--- src/rtl/memory_dma_pkg.sv ---
// rtl/memory_dma_pkg.sv - state encodings, memory map and address helper shared by memory_dma
package memory_dma_pkg;

   localparam logic [2:0] ST_IDLE = 3'd0;
   localparam logic [2:0] ST_REQ  = 3'd1;
   localparam logic [2:0] ST_RD   = 3'd2;
   localparam logic [2:0] ST_WR   = 3'd3;
   localparam logic [2:0] ST_HOLD = 3'd4;
   localparam logic [2:0] ST_NEXT = 3'd5;
   localparam logic [2:0] ST_DONE = 3'd6;

   typedef enum logic [2:0] {
      S_IDLE = ST_IDLE,
      S_REQ  = ST_REQ,
      S_RD   = ST_RD,
      S_WR   = ST_WR,
      S_HOLD = ST_HOLD,
      S_NEXT = ST_NEXT,
      S_DONE = ST_DONE
   } dma_state_t;

   localparam logic [15:0] RAM_BASE    = 16'h0000;
   localparam logic [15:0] ROM_BASE    = 16'h4000;
   localparam logic [15:0] PERIPH_BASE = 16'h8000;

   localparam logic MODE_COPY = 1'b0;
   localparam logic MODE_FILL = 1'b1;

   // Forward-only stepping; 16'hFFFF rolls over to 16'h0000 by design.
   function automatic logic [15:0] addr_step(input logic [15:0] a);
      return a + 16'd1;
   endfunction

endpackage

--- src/rtl/dma_wait_counter.sv ---
// rtl/dma_wait_counter.sv - 3-bit read-latency down-counter; expire marks the data-capture cycle
module dma_wait_counter (
   input  logic       i_clk,
   input  logic       i_rst_n,
   input  logic       i_load,
   input  logic [2:0] i_load_val,
   input  logic       i_en,
   output logic       o_expire
);

   logic [2:0] r_count;

   always_ff @(posedge i_clk or negedge i_rst_n) begin
      if (!i_rst_n) begin
         r_count <= 3'd0;
      end else if (i_load) begin
         r_count <= i_load_val;
      end else if (i_en && (r_count != 3'd0)) begin
         r_count <= r_count - 3'd1;
      end
   end

   assign o_expire = (r_count == 3'd0);

endmodule

--- src/rtl/memory_dma.sv ---
// rtl/memory_dma.sv - byte-serial copy/fill bus initiator for the memory_bus interface
// All bus-facing outputs are registered from the next-state decode so they change only on clk.
module memory_dma
   import memory_dma_pkg::*;
#(
   parameter int READ_WAIT = 2,
   parameter int LEN_WIDTH = 16
) (
   input  logic                 clk,
   input  logic                 reset,
   input  logic                 start,
   input  logic                 mode,
   input  logic [15:0]          src_addr,
   input  logic [15:0]          dst_addr,
   input  logic [LEN_WIDTH-1:0] length,
   input  logic [7:0]           fill_value,
   input  logic                 abort,
   input  logic                 bus_grant,
   input  logic [7:0]           bus_data_in,
   output logic                 bus_request,
   output logic [15:0]          bus_address,
   output logic [7:0]           bus_data_out,
   output logic                 bus_write_enable,
   output logic                 busy,
   output logic                 done,
   output logic                 aborted
);

   localparam logic [2:0] LP_WAIT_LOAD = 3'(READ_WAIT - 1);

   dma_state_t           r_state;
   logic                 r_mode;
   logic [15:0]          r_src;
   logic [15:0]          r_dst;
   logic [LEN_WIDTH-1:0] r_count;
   logic [7:0]           r_data;
   logic                 r_bus_req;
   logic [15:0]          r_bus_addr;
   logic [7:0]           r_bus_dout;
   logic                 r_bus_we;
   logic                 r_busy;
   logic                 r_done;
   logic                 r_aborted;

   dma_state_t           w_state_nxt;
   dma_state_t           w_xfer_state;
   logic                 w_set_abort;
   logic                 w_accept;
   logic [15:0]          w_src_nxt;
   logic [15:0]          w_dst_nxt;
   logic [LEN_WIDTH-1:0] w_cnt_nxt;
   logic [7:0]           w_data_nxt;
   logic                 w_wait_load;
   logic                 w_wait_en;
   logic                 w_expire;

   dma_wait_counter u_wait (
      .i_clk      (clk),
      .i_rst_n    (reset),
      .i_load     (w_wait_load),
      .i_load_val (LP_WAIT_LOAD),
      .i_en       (w_wait_en),
      .o_expire   (w_expire)
   );

   assign w_accept     = (r_state == S_IDLE) && start;
   assign w_xfer_state = (r_mode == MODE_FILL) ? S_WR : S_RD;

   // Pointer and count advances happen only on the NEXT cycle; the bus registers pick up the advanced values.
   assign w_src_nxt  = ((r_state == S_NEXT) && (r_mode == MODE_COPY)) ? addr_step(r_src) : r_src;
   assign w_dst_nxt  = (r_state == S_NEXT) ? addr_step(r_dst) : r_dst;
   assign w_cnt_nxt  = (r_state == S_NEXT) ? (r_count - LEN_WIDTH'(1)) : r_count;
   assign w_data_nxt = ((r_state == S_RD) && w_expire) ? bus_data_in : r_data;

   assign w_wait_load = (w_state_nxt == S_RD) && (r_state != S_RD);
   assign w_wait_en   = (r_state == S_RD);

   always_comb begin
      w_state_nxt = r_state;
      w_set_abort = 1'b0;
      case (r_state)
         S_IDLE: begin
            if (start) begin
               w_state_nxt = (length == '0) ? S_DONE : S_REQ;
            end
         end
         S_REQ: begin
            if (abort) begin
               w_state_nxt = S_DONE;
               w_set_abort = 1'b1;
            end else if (bus_grant) begin
               w_state_nxt = w_xfer_state;
            end
         end
         S_RD: begin
            if (w_expire) begin
               w_state_nxt = S_WR;
            end
         end
         S_WR:   w_state_nxt = S_HOLD;
         S_HOLD: w_state_nxt = S_NEXT;
         S_NEXT: begin
            // Grant loss is honoured only here, so a started byte always finishes.
            if (w_cnt_nxt == '0) begin
               w_state_nxt = S_DONE;
            end else if (abort) begin
               w_state_nxt = S_DONE;
               w_set_abort = 1'b1;
            end else if (!bus_grant) begin
               w_state_nxt = S_REQ;
            end else begin
               w_state_nxt = w_xfer_state;
            end
         end
         S_DONE:  w_state_nxt = S_IDLE;
         default: w_state_nxt = S_IDLE;
      endcase
   end

   always_ff @(posedge clk or negedge reset) begin
      if (!reset) begin
         r_state    <= S_IDLE;
         r_mode     <= 1'b0;
         r_src      <= 16'h0000;
         r_dst      <= 16'h0000;
         r_count    <= '0;
         r_data     <= 8'h00;
         r_bus_req  <= 1'b0;
         r_bus_addr <= 16'h0000;
         r_bus_dout <= 8'h00;
         r_bus_we   <= 1'b0;
         r_busy     <= 1'b0;
         r_done     <= 1'b0;
         r_aborted  <= 1'b0;
      end else begin
         r_state <= w_state_nxt;

         if (w_accept) begin
            r_mode    <= mode;
            r_src     <= src_addr;
            r_dst     <= dst_addr;
            r_count   <= length;
            r_data    <= fill_value;
            r_aborted <= 1'b0;
         end else begin
            r_src   <= w_src_nxt;
            r_dst   <= w_dst_nxt;
            r_count <= w_cnt_nxt;
            r_data  <= w_data_nxt;
            if (w_set_abort) begin
               r_aborted <= 1'b1;
            end
         end

         r_busy    <= (w_state_nxt != S_IDLE);
         r_done    <= (w_state_nxt == S_DONE);
         r_bus_req <= (w_state_nxt == S_REQ) || (w_state_nxt == S_RD) || (w_state_nxt == S_WR) ||
                      (w_state_nxt == S_HOLD) || (w_state_nxt == S_NEXT);
         r_bus_we  <= (w_state_nxt == S_WR);

         // HOLD repeats the WR address/data because memory_bus samples the strobe a cycle late.
         case (w_state_nxt)
            S_RD: begin
               r_bus_addr <= w_src_nxt;
               r_bus_dout <= 8'h00;
            end
            S_WR, S_HOLD: begin
               r_bus_addr <= w_dst_nxt;
               r_bus_dout <= w_data_nxt;
            end
            default: begin
               r_bus_addr <= 16'h0000;
               r_bus_dout <= 8'h00;
            end
         endcase
      end
   end

   assign bus_request      = r_bus_req;
   assign bus_address      = r_bus_addr;
   assign bus_data_out     = r_bus_dout;
   assign bus_write_enable = r_bus_we;
   assign busy             = r_busy;
   assign done             = r_done;
   assign aborted          = r_aborted;

endmodule

--- config.mk ---
export PLATFORM = sky130hd
export DESIGN_NAME = memory_dma
export DESIGN_NICKNAME = d
export VERILOG_FILES = /design/src/rtl/memory_dma_pkg.sv /design/src/rtl/dma_wait_counter.sv /design/src/rtl/memory_dma.sv
export SDC_FILE = /design/constraint.sdc
export NUM_CORES = 1
export LEC_CHECK = 0
export ABC_CLOCK_PERIOD_IN_PS = 2400
export CORE_MARGIN = 2
export CORE_UTILIZATION = 46
export CTS_CLUSTER_SIZE = 8
export DETAILED_ROUTE_END_ITERATION = 16
export PLACE_DENSITY = 0.76
export SLEW_MARGIN = 10
export SYNTH_ARGS = -nofsm -noshare
export SYNTH_HDL_FRONTEND = slang
export SYNTH_SLANG_ARGS = --single-unit
--- constraint.sdc ---
create_clock -name clk -period 2.4 [get_ports clk]
set_input_delay 0.48 -clock clk [delete_from_list [all_inputs] [get_ports clk]]
set_output_delay 0.48 -clock clk [all_outputs]
set_load 0.03 [all_outputs]
==> results_dict.tcl <==
set metrics [dict create \
    layout-drive-gt1-share 0.246 \
    wl_per_cell_um 16.4 \
    relSlewSlack 0.666 \
    vias_per_cell 5.29 \
    clockBufferDepth 2 \
    yosysWarnings 0 \
    cp-endpoint "bus_address[10]$_DFF_PN0_" \
    cts.htree.levels 3 \
    status "complete, but fails checks" \
    syn_area_um2 4720 \
    gr-usage-met3 0.0501 \
    placedCellCount 734 \
    final_common_cell "clkdlybuf4s50_1" \
    worstPathArrival_ns 2.79 \
    tightestPinTransition_ns 0.497 \
    ioPinCount 99 \
    grtUsageTotal 0.229 \
    numCtsBuffers 9 \
    port_buffers 98 \
    worstSetupStartpoint "r_count[2]$_DFF_PN0_" \
    core_area_um2 9860 \
    cellPowerDensity_nw_per_um2 1200 \
    dp_hpwl_um 8810 \
    place.gp.congestion 0.863 \
    yosys_register_bits 92 \
    end_kind "flip-flop" \
    globalRouteOverflowTotal 0 \
    setup_violations 28 \
    synth_area_per_cell_um2 10.1 \
    post-route-util 0.677 \
    ant_nets 0 \
    syn-num-nets 540 \
    grt_max_degree 64 \
    fin_nets 704 \
    die-area_um2 11100 \
    drt-initial-drc-count 208 \
    met1_usage 0.307 \
    synth-main-ff-cell "dfrtp_1" \
    skew_ns 0.0113 \
    hold_buffers 0 \
    tritoncts "built" \
    path_clk_slew_ns 0.09 \
    mostFrequentLayoutCells "97 x clkdlybuf4s50_1, 90 x dfrtp_1, 67 x buf_4" \
    p_leak_nw 2.84 \
    drv_slew 0 \
    drc 0 \
    grt_antenna_before_repair 0 \
    rsz0062_at_grt "yes" \
    finalNonFillerCells 767 \
    rr_startpoint "r_count[2]$_DFF_PN0_" \
    grt_pass1_vias 4119 \
    synthCells 465 \
    reg2reg_slack_ns -0.14 \
    vias 4058 \
    max_freq_mhz 394 \
    first_pass_iters 4 \
    min_period_over_period 1.06 \
    dpl_cell_area_um2 6180 \
    violations "setup timing" \
    fin_ws_ns -0.138 \
    path_max_fanout 6 \
    diodes 0 \
    fp.dieW_um 105 \
    gr-usage-met2 0.362 \
    crit_required_ns 2.65 \
    start_util 0.478 \
    hp-class "input port to asynchronous set/reset pin" \
    r2r_end "bus_address[10]$_DFF_PN0_" \
    synth_edf_count 0 \
    gr-max-usage-layer "met2" \
    hold_violations 0 \
    worst_setup_path_start_kind "flip-flop" \
    cts_root_buffer "clkbuf_8" \
    hold_slack_ns 0.0332 \
    worstSkewPairLatency_ns 0.36 \
    grt_pass1_wl_um 20000 \
    seq_area_frac_synth 0.488 \
    reg2reg_depth 11 \
    cts_sinks 92 \
    finalWirelength_um 12600 \
    total_power_mw 8.03 \
    dieHeight_um 105 \
    netlist-cell-type-count 60 \
    fin_crit_ns 2.54 \
    vdd_ir_drop_max_uv 602 \
    rows 36 \
    stdcell_area_um2 6680 \
    cap_violations 0 \
    synthArstFlopShare 1.00 \
    path_class "flip-flop to flip-flop" \
    synthToLayoutAreaGrowth_pct 41.5 \
]
-- per-layer routing --
metal | vias to the layer above | part of all wire
met5 | - | 0
met4 | 0 | 0.024
met3 | 23 | 0.056
met2 | 121 | 0.48
met1 | 1975 | 0.44
li1 | 1939 | -
-- worst min-delay path by stage --
stage / startpoint / to / slack, ns / cells past startpoint
finish: reset / r_count[2]$_DFF_PN0_ / 0.03 / 1
detailed placement: reset / r_count[2]$_DFF_PN0_ / 0.44 / 1
global placement: reset / r_count[2]$_DFF_PN0_ / 0.43 / 1
floorplan: reset / aborted$_DFFE_PN0P_ / 0.18 / 0
CTS: reset / r_count[2]$_DFF_PN0_ / 0.05 / 1
global route: reset / r_count[2]$_DFF_PN0_ / 0.05 / 1
-- Yosys cell counts, drive strengths merged (2+ instances only) --
master,n,area (um^2)
nand2b,4,25.0
and3,6,38.8
nor3,8,40.0
or3,5,32.5
xor2,28,245
ha,5,62.6
xnor2,18,158
nand3,11,55.1
nand3b,4,55.1
buf,7,83.8
nor4,9,92.6
a21oi,53,265
nor2b,2,12.5
inv,9,33.8
dfrtp,92,2300
mux2i,10,100
o21ai,18,105
nor2,75,282
nand2,37,141
nand4,9,62.6
clkbuf,15,76.3
and4,2,17.5
a22oi,2,28.8
o22ai,16,176
-- what timing repair did --
action | in CTS | in global routing
gates resized for setup | 17 | 22
gates cloned | 1 | 2
pin swaps | 6 | 24
buffers inserted | 12 | 4
setup endpoints to repair | 33 | 38
-- kinds of logic after synthesis --
logic type | share of synthesized area
AND/OR/NAND/NOR | 0.198
AO/OA/AOI/OAI | 0.146
flip-flops | 0.488
XOR/XNOR | 0.0854
buffers and inverters | 0.0480
multiplexers | 0.0212
adder cells (fa/ha/maj) | 0.0133
-- stage by stage --
| step | setup slack [ns] | TNS (ns) |
|---|---|---|
| 6_report | -0.138 | -2.78 |
| 5_1_grt | -0.231 | -5.77 |
| 4_1_cts | -0.120 | -1.78 |
| 3_5_place_dp | -0.360 | -9.04 |
| 3_3_place_gp | -0.260 | -5.89 |
| 2_1_floorplan | 0.00386 | 0 |
-- cell type report --
cell class	instances	area, um^2
Sequential cell	92	2300
Fill cell	752	3190
Timing Repair Buffer	176	1670
Multi-Input combinational cell	341	2330
Tap cell	133	166
Clock inverter	5	36.3
Inverter	9	33.8
Clock buffer	11	141
-- power by group --
part	switching (mW)	total (mW)	internal, mW
clock network	0.559	0.966	0.407
registers	0.508	2.76	2.25
logic	2.26	4.30	2.04
total	3.33	8.03	4.70
-- critical path, stage by stage (launching register included) --
cell	delay (ns)
dfrtp_1	0.40
buf_6	0.13
nor4_4	0.29
nand4_1	0.15
xor2_1	0.24
nand2_1	0.13
nor4_4	0.30
buf_4	0.18
o21ai_4	0.06
a22oi_4	0.23
clkbuf_16	0.23
o22ai_2	0.08
-- flip-flops by register name, indices dropped and copies added (netlist names), 3 cells and up --
register and count:
r_src 16, r_data 8, r_state 3, bus_data_out 8
r_dst 16, u_wait.r_count 3, bus_address 16, r_count 16
No activity file was read; power rests on OpenSTA's default activity.
